## config.mk

```make
export PLATFORM = sky130hd
export DESIGN_NAME = alu_share_arbiter
export DESIGN_NICKNAME = d
export VERILOG_FILES = /design/src/rtl/alu_share_arbiter.sv
export SDC_FILE = /design/constraint.sdc
export NUM_CORES = 1
export LEC_CHECK = 0
export ABC_CLOCK_PERIOD_IN_PS = 3000
export CELL_PAD_IN_SITES_DETAIL_PLACEMENT = 0
export CELL_PAD_IN_SITES_GLOBAL_PLACEMENT = 1
export CORE_ASPECT_RATIO = 0.5
export CORE_UTILIZATION = 30
export CTS_CLUSTER_DIAMETER = 50
export DETAILED_ROUTE_END_ITERATION = 6
export PLACE_DENSITY = 0.95
export SYNTH_ARGS = -nofsm -noshare
export SYNTH_HDL_FRONTEND = slang
export SYNTH_SLANG_ARGS = --single-unit
```

## constraint.sdc

```tcl
create_clock -name clk -period 3 [get_ports clk]
set_input_delay 0.45 -clock clk [delete_from_list [all_inputs] [get_ports clk]]
set_output_delay 0.45 -clock clk [all_outputs]
set_load 0.02 [all_outputs]
```

## src/rtl/alu_share_arbiter.sv

```systemverilog
// alu_share_arbiter: two-requester round-robin sequencer for the shared ALU (optional ALU_DIVZERO_TRAP_EN)
module alu_share_arbiter #(
  parameter int DATA_W  = 8,
  parameter int SHAMT_W = 3
) (
  input  logic               clk,
  input  logic               rst_n,
  input  logic               req0_valid,
  output logic               req0_ready,
  input  logic [2:0]         req0_op,
  input  logic [DATA_W-1:0]  req0_a,
  input  logic [DATA_W-1:0]  req0_b,
  input  logic [SHAMT_W-1:0] req0_shamt,
  input  logic               req1_valid,
  output logic               req1_ready,
  input  logic [2:0]         req1_op,
  input  logic [DATA_W-1:0]  req1_a,
  input  logic [DATA_W-1:0]  req1_b,
  input  logic [SHAMT_W-1:0] req1_shamt,
  output logic               rsp_valid,
  input  logic               rsp_ready,
  output logic               rsp_id,
  output logic [DATA_W-1:0]  rsp_data,
  output logic               rsp_zero,
  output logic               rsp_err,
  output logic [2:0]         alu_ctrl,
  output logic [DATA_W-1:0]  alu_a,
  output logic [DATA_W-1:0]  alu_b,
  output logic [SHAMT_W-1:0] alu_shamt,
  input  logic [DATA_W-1:0]  alu_out,
  input  logic               alu_zero,
  output logic               busy
);
  typedef enum logic [1:0] {IDLE, ISSUE, RESP} state_t;
  state_t state;
  logic   prio;
  logic   win;
  logic   take;
  logic   trap;
`ifdef ALU_DIVZERO_TRAP_EN
  assign trap = (alu_ctrl == 3'b011) && (alu_b == '0);
`else
  assign trap = 1'b0;
`endif
  // grant: the lone valid requester wins, prio breaks a tie; only offered in IDLE
  always_comb begin
    win        = req1_valid && (!req0_valid || prio);
    req0_ready = (state == IDLE) && req0_valid && !win;
    req1_ready = (state == IDLE) && win;
    take       = req0_ready || req1_ready;
  end
  // sequencer: accept, drive ALU for one cycle, capture, hold response until consumed
  always_ff @(posedge clk or negedge rst_n) begin
    if (!rst_n) begin
      state     <= IDLE;
      prio      <= 1'b0;
      alu_ctrl  <= '0;
      alu_a     <= '0;
      alu_b     <= '0;
      alu_shamt <= '0;
      rsp_valid <= 1'b0;
      rsp_id    <= 1'b0;
      rsp_data  <= '0;
      rsp_zero  <= 1'b0;
      rsp_err   <= 1'b0;
      busy      <= 1'b0;
    end else begin
      case (state)
        IDLE: if (take) begin
          alu_ctrl  <= win ? req1_op : req0_op;
          alu_a     <= win ? req1_a : req0_a;
          alu_b     <= win ? req1_b : req0_b;
          alu_shamt <= win ? req1_shamt : req0_shamt;
          rsp_id    <= win;
          prio      <= !win;
          busy      <= 1'b1;
          state     <= ISSUE;
        end
        ISSUE: begin
          rsp_data  <= trap ? '1 : alu_out;
          rsp_zero  <= alu_zero;
          rsp_err   <= trap;
          rsp_valid <= 1'b1;
          state     <= RESP;
        end
        RESP: if (rsp_ready) begin
          rsp_valid <= 1'b0;
          busy      <= 1'b0;
          state     <= IDLE;
        end
        default: state <= IDLE;
      endcase
    end
  end
endmodule

```

==> results of run 1 <==
layout make-up:
class	instances	share of cell area
Clock buffer	7	0.0540
Clock inverter	1	0.00177
Inverter	3	0.00398
Multi-Input combinational cell	109	0.242
Sequential cell	37	0.328
Tap cell	73	0.0323
Timing Repair Buffer	97	0.338
cells in the final DEF, fill, tap and decap left out:
cell type / synthesis / layout
dfrtp_1: 37 / 37
clkbuf_16: 0 / 5
or3b_1: 1 / 1
conb_1: 1 / 1
buf_2: 4 / 1
nand3b_1: 1 / 1
a31oi_1: 17 / 17
inv_2: 1 / 1
nor2b_1: 2 / 2
a21oi_1: 21 / 21
nand2_1: 3 / 3
clkbuf_8: 0 / 2
or2_2: 2 / 2
a21o_1: 1 / 1
mux2_2: 9 / 9
clkdlybuf4s50_1: 0 / 92
nor2_1: 2 / 2
a221o_1: 5 / 5
buf_4: 2 / 4
nand2_4: 1 / 1
nand2b_1: 1 / 1
o21ai_0: 17 / 17
clkinv_2: 0 / 1
nand3_1: 17 / 17
inv_1: 2 / 2
and3_4: 1 / 1
nor3b_1: 6 / 6
and2_1: 1 / 1
worst max-delay path, stage by stage:
cell             delay [ns]
clkdlybuf4s50_1        0.54
or3b_1                 0.47
nor2_1                 0.12
clkdlybuf4s50_1        0.61
flip-flops by register name, summed over array words and instances (netlist names):
register	count
alu_a	8
alu_b	8
rsp_data	8
alu_ctrl	3
alu_shamt	3
state	2
busy	1
prio	1
rsp_id	1
rsp_valid	1
rsp_zero	1
worst paths after layout:
| check | startpoint | to | cells after the start |
|---|---|---|---|
| max | req0_valid | req0_ready | 4 |
| min in group clk | rsp_id$_DFFE_PN0P_ | rsp_id$_DFFE_PN0P_ | 1 |
| max reg2reg | state[1]$_DFFE_PN0P_ | rsp_data[2]$_DFFE_PN0P_ | 2 |
| min | rst_n | rsp_data[2]$_DFFE_PN0P_ | 1 |
| max in group asynchronous | rst_n | alu_b[6]$_DFFE_PN0P_ | 1 |
| min reg2reg | rsp_id$_DFFE_PN0P_ | rsp_id$_DFFE_PN0P_ | 1 |
synth_stat cells:
library cell / count
inv_2: 1
inv_1: 2
buf_2: 4
nand2_1: 3
buf_1: 1
nand3_1: 17
mux2_2: 9
buf_6: 3
or3b_1: 1
conb_1: 1
o21ai_0: 17
nand3b_1: 1
clkbuf_1: 5
or2_2: 2
dfrtp_1: 37
nor2b_1: 2
nor3b_1: 6
a31oi_1: 17
a21oi_1: 21
buf_4: 2
nor2_1: 2
and2_1: 1
nand2_4: 1
nand2b_1: 1
clkbuf_2: 1
a21o_1: 1
and3_4: 1
a221o_1: 5
stage by stage:
| step | power (mW) | instances | util | cell area [sq um] | setup slack (ns) |
|---|---|---|---|---|---|
| 6_report | 2.95 | 327 | 0.515 | 2830 | 0.354 |
| 5_1_grt | 3.12 | 327 | 0.515 | 2830 | 0.251 |
| 4_1_cts | 2.97 | 327 | 0.515 | 2830 | 0.349 |
| 3_5_place_dp | 2.43 | 319 | 0.486 | 2670 | 0.352 |
| 3_3_place_gp | 2.38 | 319 | 0.486 | 2670 | 0.389 |
| 2_1_floorplan | 1.74 | 165 | - | 1720 | 1.32 |
layer usage:
layer / vias up / track usage / share of wire
met1: 824 / 0.220 / 0.40
met5: - / 0 / 0
met2: 48 / 0.319 / 0.54
met4: 0 / 0.0483 / 0.018
met3: 10 / 0.0295 / 0.034
li1: 780 / - / -
report_power, final:
| group | switching, mW | leakage (nW) | internal (mW) |
|---|---|---|---|
| Clock | 0.180 | 0.0799 | 0.351 |
| Combinational | 0.768 | 0.613 | 0.731 |
| Sequential | 0.164 | 0.426 | 0.754 |
cells by family after synthesis:
| group | after synthesis | share of synthesized area |
|---|---|---|
| DFF | 37 | 0.539 |
| muxes | 9 | 0.0590 |
| buffers and inverters | 19 | 0.0626 |
| other | 1 | 0.00218 |
| AOI/OAI and AO/OA | 61 | 0.206 |
| and+or+nand+nor | 38 | 0.131 |
==> reports/results.ini, run 1 <==
[routing]
firstDrtPassIters=4
routed_via_density=5.08
drt_first_iter_violations=89
via_count=1662
antenna_violating_nets_post_route=0
wirelength_mm=5.12
drc=0
wl_per_cell_um=15.6

[floorplan]
start_util=0.313
die_h_um=55.5
fp-row-count=19
core_area_sq_um=5490
io_pins=95
die_w_um=109
die_area_sq_um=6050

[sta]
hold_violations=0
slew_viol_final=0
timing.slew.headroom=0.477
period_minus_slack_ns=2.65
timing.fmax_mhz=378
skew_ns=0.00300
fin_crit_sh=0.882
worstMarginPinSlew_ns=0.783
setup_viol=0
fin_setup_tns_ns=0
rsz0062_at_grt=false
whs_ns=0.259

[layout]
nets=311
fillerInstances=480
num_antenna_cells=0
register_area_sq_um=926
drive_gt1_frac=0.106
area_growth_pct=64.5
multi_input_area_sq_um=684

[pwr]
irDropWorstVdd_uv=343
pwr_density_cell_nw_per_um2=1040
leakage_nw=1.12

[global_route]
grt_pass1_wl_mm=8.42
overflow=0
grt_antenna_before_repair=0
grt_pass1_vias=1711
grt_max_degree=38
grt_usage=0.178

[clock_tree]
clock-root-buffer=clkbuf_16
hold_buffers=0
clkSinkCount=37
cts_tree=yes
worstSkewPairLatency_ns=0.27
cts_setup_buffers=0
cts_resized=0
numCtsBuffers=5
clk_path_buf_depth=2
cts-htree-levels=2
clk_pin_slew_ns=0.05

[critical_path]
path_class=input port to primary output
cp.arrival_ns=2.20
end_kind=primary output
worstSetupStartpointType=input port
worstPathRequired_ns=2.55
crit_fanout=7
r2r_slack_ns=1.37

[yosys]
yosysUniqueCellTypes=28
synthTopCellsByArea=dfrtp_1 (54%), a31oi_1 (6.2%), a21oi_1 (6.1%)
synth_top_area_share=0.539
syn_area_per_cell_sq_um=10.4
yosys.area.top_type=dfrtp_1
syn_inst=165
yosysWarnings=0
syn-cell-area_sq_um=1720
seq_area_frac_synth=0.539
synth_nets=223
yosys_register_bits=37

[flow_run]
drv_cap=0

[place]
post-dp-hpwl_mm=3.77
place_congestion=0.748
portBuffers=93

[outcome]
status=finished, final reports clean

[min_path]
hp-class=input port to asynchronous set/reset pin

Note: power is estimated with default switching activity, not from simulation.
==> run 2: changes to the inputs <==
--- a/config.mk
+++ b/config.mk
@@ -13,6 +13,7 @@
 export CTS_CLUSTER_DIAMETER = 50
 export DETAILED_ROUTE_END_ITERATION = 6
 export PLACE_DENSITY = 0.95
+export REMOVE_ABC_BUFFERS = 1
 export SYNTH_ARGS = -nofsm -noshare
 export SYNTH_HDL_FRONTEND = slang
 export SYNTH_SLANG_ARGS = --single-unit
==> run 2 against run 1 <==
Via count fell by 3.2%; maximum frequency up 0.79%; sequential power fell by 2%; global-route usage shrank 1.1 points; largest cell class unchanged; register-to-register slack about the same; final cell count is 0.31% lower; combinational power about the same; hold slack better by 0.0093 ns; total power decreased by 2.0%; die area unchanged.
==> reports/results.ini, run 2 (same netlist as run 1, synthesis figures left out) <==
[pwr]
irDropWorstVdd_uv=328  ; -4.2%
p_clk_frac=0.173  ; -0.007
power_switching_share=0.374  ; -0.00374
combPwrFrac=0.515  ; +0.007
p_int_mw=1.81  ; -1.4%
p_seq_frac=0.312  ; about the same
p_switching_mw=1.08  ; -3.0%
leakage_nw=1.11  ; -0.89%
pwr_density_cell_nw_per_um2=1030  ; -1.5%

[clock_tree]
numCtsBuffers=5  ; unchanged
clk_pin_slew_ns=0.05  ; about the same
cts_setup_buffers=0  ; unchanged
worstSkewPairLatency_ns=0.27  ; about the same
clk_path_buf_depth=2  ; unchanged
clock-root-buffer=clkbuf_16
hold_buffers=0  ; unchanged
cts-htree-levels=2  ; unchanged
cts_resized=0  ; unchanged
cts_tree=yes
clkSinkCount=37  ; unchanged

[layout]
final_cell_area_sq_um=2810  ; -0.53%
top_regs=alu_a x8, alu_b x8, rsp_data x8
drive_gt1_frac=0.0988  ; -0.00748
stdcell_count=326  ; -0.31%
layout_common_cells=clkdlybuf4s50_1 (92), dfrtp_1 (37), a21oi_1 (21)
area_growth_pct=63.7
nets=311  ; unchanged
num_antenna_cells=0  ; unchanged
layout_commonest_cell=clkdlybuf4s50_1

[routing]
wl_met3_um=224  ; +27%
wl_per_cell_um=14.6  ; -6.5%
routed_via_density=4.93  ; -3.0%
drt_first_iter_violations=104  ; +17%
wirelength_met1_mm=1.99  ; -3.5%
antenna_violating_nets_post_route=0  ; unchanged
drc=0  ; unchanged
via_count=1608  ; -3.2%
firstDrtPassIters=4  ; unchanged
highest_layer=met4
wl_met2_mm=2.52  ; -9.5%
wirelength_mm=4.77  ; -6.7%

[place]
placed_area_sq_um=2670  ; unchanged
place_congestion=0.773  ; +3.4%
post-dp-hpwl_mm=3.48  ; -7.6%
portBuffers=93  ; unchanged
place_inst=319  ; unchanged

[sta]
period_minus_slack_ns=2.63  ; -0.0208 ns
skew_ns=0.00214  ; -0.000861 ns
timing.fmax_mhz=381  ; +0.79%
worstMarginPinSlew_ns=0.805  ; +0.0219 ns
setup_viol=0  ; unchanged
timing.slew.headroom=0.464  ; -0.0135
slew_viol_final=0  ; unchanged
fin_setup_tns_ns=0  ; unchanged
fin_crit_sh=0.875  ; -0.00692
rsz0062_at_grt=false
hold_violations=0  ; unchanged

[critical_path]
crit_fanout=7  ; unchanged
r2r-end=rsp_data[5]$_DFFE_PN0P_
end_kind=primary output
worstPathRequired_ns=2.55  ; about the same
r2r_start=state[1]$_DFFE_PN0P_
path_class=input port to primary output
cp.arrival_ns=2.18  ; -0.02 ns
r2r_slack_ns=1.37  ; about the same
r2r_cells=2  ; unchanged
worstSetupStartpointType=input port

[floorplan]
die_h_um=55.5  ; unchanged
core_area_sq_um=5490  ; unchanged
fp-row-count=19  ; unchanged
die_w_um=109  ; unchanged
start_util=0.313  ; unchanged
io_pins=95  ; unchanged
die_area_sq_um=6050  ; unchanged

[global_route]
overflow=0  ; unchanged
grt_max_degree=38  ; unchanged
grt_usage=0.167  ; -0.0105
grt_pass1_vias=1622  ; -5.2%
grt_antenna_before_repair=0  ; unchanged
grt_pass1_wl_mm=7.91  ; -6.0%

[flow_run]
drv_cap=0  ; unchanged

[outcome]
status=finished, final reports clean

[min_path]
hp-class=input port to asynchronous set/reset pin

[run 2: worst max-delay path by stage]
stage / end / cells after the start / slack, ns / from
finish: req0_ready / 4 / 0.37 / req0_valid
global route: req0_ready / 4 / 0.28 / req0_valid
CTS: req0_ready / 4 / 0.36 / req0_valid
detailed placement: req0_ready / 4 / 0.36 / req0_valid
global placement: req0_ready / 4 / 0.39 / req0_valid
floorplan: req1_ready / 2 / 0.98 / state[1]$_DFFE_PN0P_
[run 2: final cells by class]
cell class	instances	area [sq um]
Tap cell	73	91.3
Sequential cell	37	926
Multi-Input combinational cell	109	684
Timing Repair Buffer	97	956
Inverter	3	11.3
Clock buffer	7	143
Fill cell	475	2680
[run 2: metal layers]
metal	track usage	up-vias
met1	0.216	778
met5	0	-
met3	0.0401	4
met4	0.0405	0
li1	-	782
met2	0.282	44
[run 2: metrics by stage]
stage	power [mW]	utilization	hold WS (ns)	setup WS, ns
after floorplan	1.67	-	0.154	0.982
after global routing	3.04	0.512	0.335	0.281
after global placement	2.38	0.486	0.459	0.390
final	2.89	0.512	0.268	0.375
after CTS	2.92	0.512	0.296	0.358
after detailed placement	2.41	0.486	0.468	0.362
[run 2: worst max-delay path, stage by stage]
cell and delay, ns:
clkdlybuf4s50_1 0.53, or3b_1 0.46, nor2_1 0.13, clkdlybuf4s50_1 0.61
[run 2: power by group through the flow]
stage	logic, mW	registers (mW)	clock network, mW
floorplan	0.495	1.17	0
global placement	1.48	0.901	0
detailed placement	1.50	0.911	0
CTS	1.50	0.906	0.512
global route	1.58	0.934	0.529
finish	1.49	0.903	0.500
==> run 3: changes to the inputs <==
--- a/config.mk
+++ b/config.mk
@@ -5,14 +5,15 @@
 export SDC_FILE = /design/constraint.sdc
 export NUM_CORES = 1
 export LEC_CHECK = 0
-export ABC_CLOCK_PERIOD_IN_PS = 3000
+export ABC_CLOCK_PERIOD_IN_PS = 2400
 export CELL_PAD_IN_SITES_DETAIL_PLACEMENT = 0
 export CELL_PAD_IN_SITES_GLOBAL_PLACEMENT = 1
 export CORE_ASPECT_RATIO = 0.5
-export CORE_UTILIZATION = 30
+export CORE_MARGIN = 1
+export CORE_UTILIZATION = 25
 export CTS_CLUSTER_DIAMETER = 50
 export DETAILED_ROUTE_END_ITERATION = 6
-export PLACE_DENSITY = 0.95
+export PLACE_DENSITY = 0.87
 export REMOVE_ABC_BUFFERS = 1
 export SYNTH_ARGS = -nofsm -noshare
 export SYNTH_HDL_FRONTEND = slang
==> constraint.sdc (replaced) <==
create_clock -name clk -period 2.4 [get_ports clk]
set_input_delay 0.36 -clock clk [delete_from_list [all_inputs] [get_ports clk]]
set_output_delay 0.36 -clock clk [all_outputs]
set_load 0.02 [all_outputs]
==> run 3 against run 2 <==
Global-route usage fell by 1.7 points; design area rose by 1.7%; flip-flop and latch count did not move; hold slack got worse by 0.088 ns; final cell count rose by 5.8%; routed wire length rose by 8.0%; first-iteration DRC count rose by 4.8%.
==> reports/results.ini, run 3 (same netlist as run 1, synthesis figures left out) <==
[outcome]
status=finished, final reports clean

[place]
post-dp-hpwl_mm=3.75  ; +7.6%
place_congestion=0.784  ; +1.5%
portBuffers=93  ; unchanged
pre_cts_ws_ns=0.149  ; -0.214 ns

[floorplan]
core_area_sq_um=6360  ; +16%
fp-row-count=20  ; +1
die_w_um=119  ; +9.4%
die_h_um=60.6  ; +9.2%
start_util=0.270  ; -0.0426
io_pins=95  ; unchanged
die_area_sq_um=7230  ; +19%

[critical_path]
r2r_cells=5  ; +3
end_kind=primary output
worstPathRequired_ns=2.04  ; -0.51 ns
cp.arrival_ns=1.89  ; -0.29 ns
path_class=input port to primary output
crit_fanout=2  ; -5
worstSetupStartpointType=input port

[routing]
wirelength_mm=5.15  ; +8.0%
drt_first_iter_violations=109  ; +4.8%
antenna_violating_nets_post_route=0  ; unchanged
firstDrtPassIters=4  ; unchanged
wl_per_cell_um=14.9  ; +2.0%
routed_via_density=4.81  ; -2.6%
drc=0  ; unchanged
via_count=1658  ; +3.1%

[clock_tree]
worstSkewPairLatency_ns=0.27  ; about the same
clk_path_buf_depth=2  ; unchanged
cts_resized=0  ; unchanged
hold_buffers=0  ; unchanged
clock-root-buffer=clkbuf_16
clkSinkCount=37  ; unchanged
cts-htree-levels=2  ; unchanged
cts_setup_buffers=0  ; unchanged
cts_tree=yes
clk_pin_slew_ns=0.05  ; about the same
numCtsBuffers=5  ; unchanged

[pwr]
leakage_nw=1.13  ; +1.8%
design_power_total_mw=3.65  ; +26%
combPwrFrac=0.518  ; +0.003
p_clk_frac=0.173  ; about the same
p_int_mw=2.29  ; +26%
p_seq_frac=0.309  ; -0.003
pwr_density_cell_nw_per_um2=1280  ; +24%
power_switching_share=0.375  ; +0.00106
p_switching_mw=1.37  ; +27%
irDropWorstVdd_uv=351  ; +6.9%

[layout]
num_antenna_cells=0  ; unchanged
layout_commonest_cell=clkdlybuf4s50_1
nets=315  ; +1.3%
top_regs=alu_a x8, alu_b x8, rsp_data x8
layout_common_cells=clkdlybuf4s50_1 (92), dfrtp_1 (37), a21oi_1 (21)
drive_gt1_frac=0.113  ; +0.0140
area_growth_pct=66.5

[sta]
fin_setup_tns_ns=0  ; unchanged
hold_violations=0  ; unchanged
setup_viol=0  ; unchanged
whs_ns=0.181  ; -0.0877 ns
setup_slack_ns=0.151  ; -0.224 ns
fin_crit_sh=0.937
timing.fmax_mhz=445
period_minus_slack_ns=2.25
skew_ns=0.00316  ; +0.00102 ns
timing.slew.headroom=0.457  ; -0.00626
rsz0062_at_grt=false
slew_viol_final=0  ; unchanged
worstMarginPinSlew_ns=0.814  ; +0.00938 ns

[global_route]
overflow=0  ; unchanged
grt_pass1_wl_mm=8.43  ; +6.5%
grt_antenna_before_repair=0  ; unchanged
grt_pass1_vias=1709  ; +5.4%
grt_max_degree=38  ; unchanged
grt_usage=0.150  ; -0.0169

[min_path]
hp-class=input port to asynchronous set/reset pin

[flow_run]
drv_cap=0  ; unchanged

run 3: path summary, 6_finish.rpt:
path                                      start                 endpoint  slack [ns]
max                                  req0_valid               req0_ready        0.15
min                                       rst_n  alu_ctrl[2]$_DFFE_PN0P_        0.18
max reg2reg                state[1]$_DFFE_PN0P_     alu_b[1]$_DFFE_PN0P_        0.80
min reg2reg                    busy$_DFFE_PN0P_         busy$_DFFE_PN0P_        0.49
max in group asynchronous                 rst_n  rsp_data[5]$_DFFE_PN0P_        1.70
min in group clk               busy$_DFFE_PN0P_         busy$_DFFE_PN0P_        0.49
run 3: through the flow:
| stage | instances | instance area [sq um] | utilization |
|---|---|---|---|
| finish | 345 | 2860 | 0.450 |
| detailed placement | 338 | 2720 | 0.428 |
| global route | 345 | 2860 | 0.450 |
| floorplan | 149 | 1620 | - |
| global placement | 338 | 2720 | 0.428 |
| CTS | 345 | 2860 | 0.450 |
run 3: area by class of cell:
| class | instances | area (sq um) |
|---|---|---|
| Multi-Input combinational cell | 109 | 684 |
| Sequential cell | 37 | 926 |
| Clock buffer | 7 | 143 |
| Timing Repair Buffer | 101 | 986 |
| Tap cell | 88 | 110 |
| Fill cell | 605 | 3500 |
| Inverter | 3 | 11.3 |
run 3: per-layer routing:
metal | GRT usage | wire, um | up-vias
met5 | 0 | 0 | -
met2 | 0.291 | 2700 | 47
met1 | 0.176 | 2210 | 820
li1 | - | - | 787
met4 | 0.0488 | 44 | 0
met3 | 0.0263 | 194 | 4
run 3: critical path, cell delays in order:
cell and delay, ns:
clkdlybuf4s50_1 0.47, or3b_1 0.36, nor2_1 0.09, clkdlybuf4s50_1 0.61
run 3: power groups by stage:
stage                     Combinational [mW]  Sequential (mW)  Clock [mW]
final                                   1.89             1.13       0.634
after CTS                               1.91             1.13       0.649
after global routing                    2.03             1.17       0.681
after global placement                  1.88             1.12           0
after detailed placement                1.91             1.14           0
after floorplan                        0.619             1.47           0
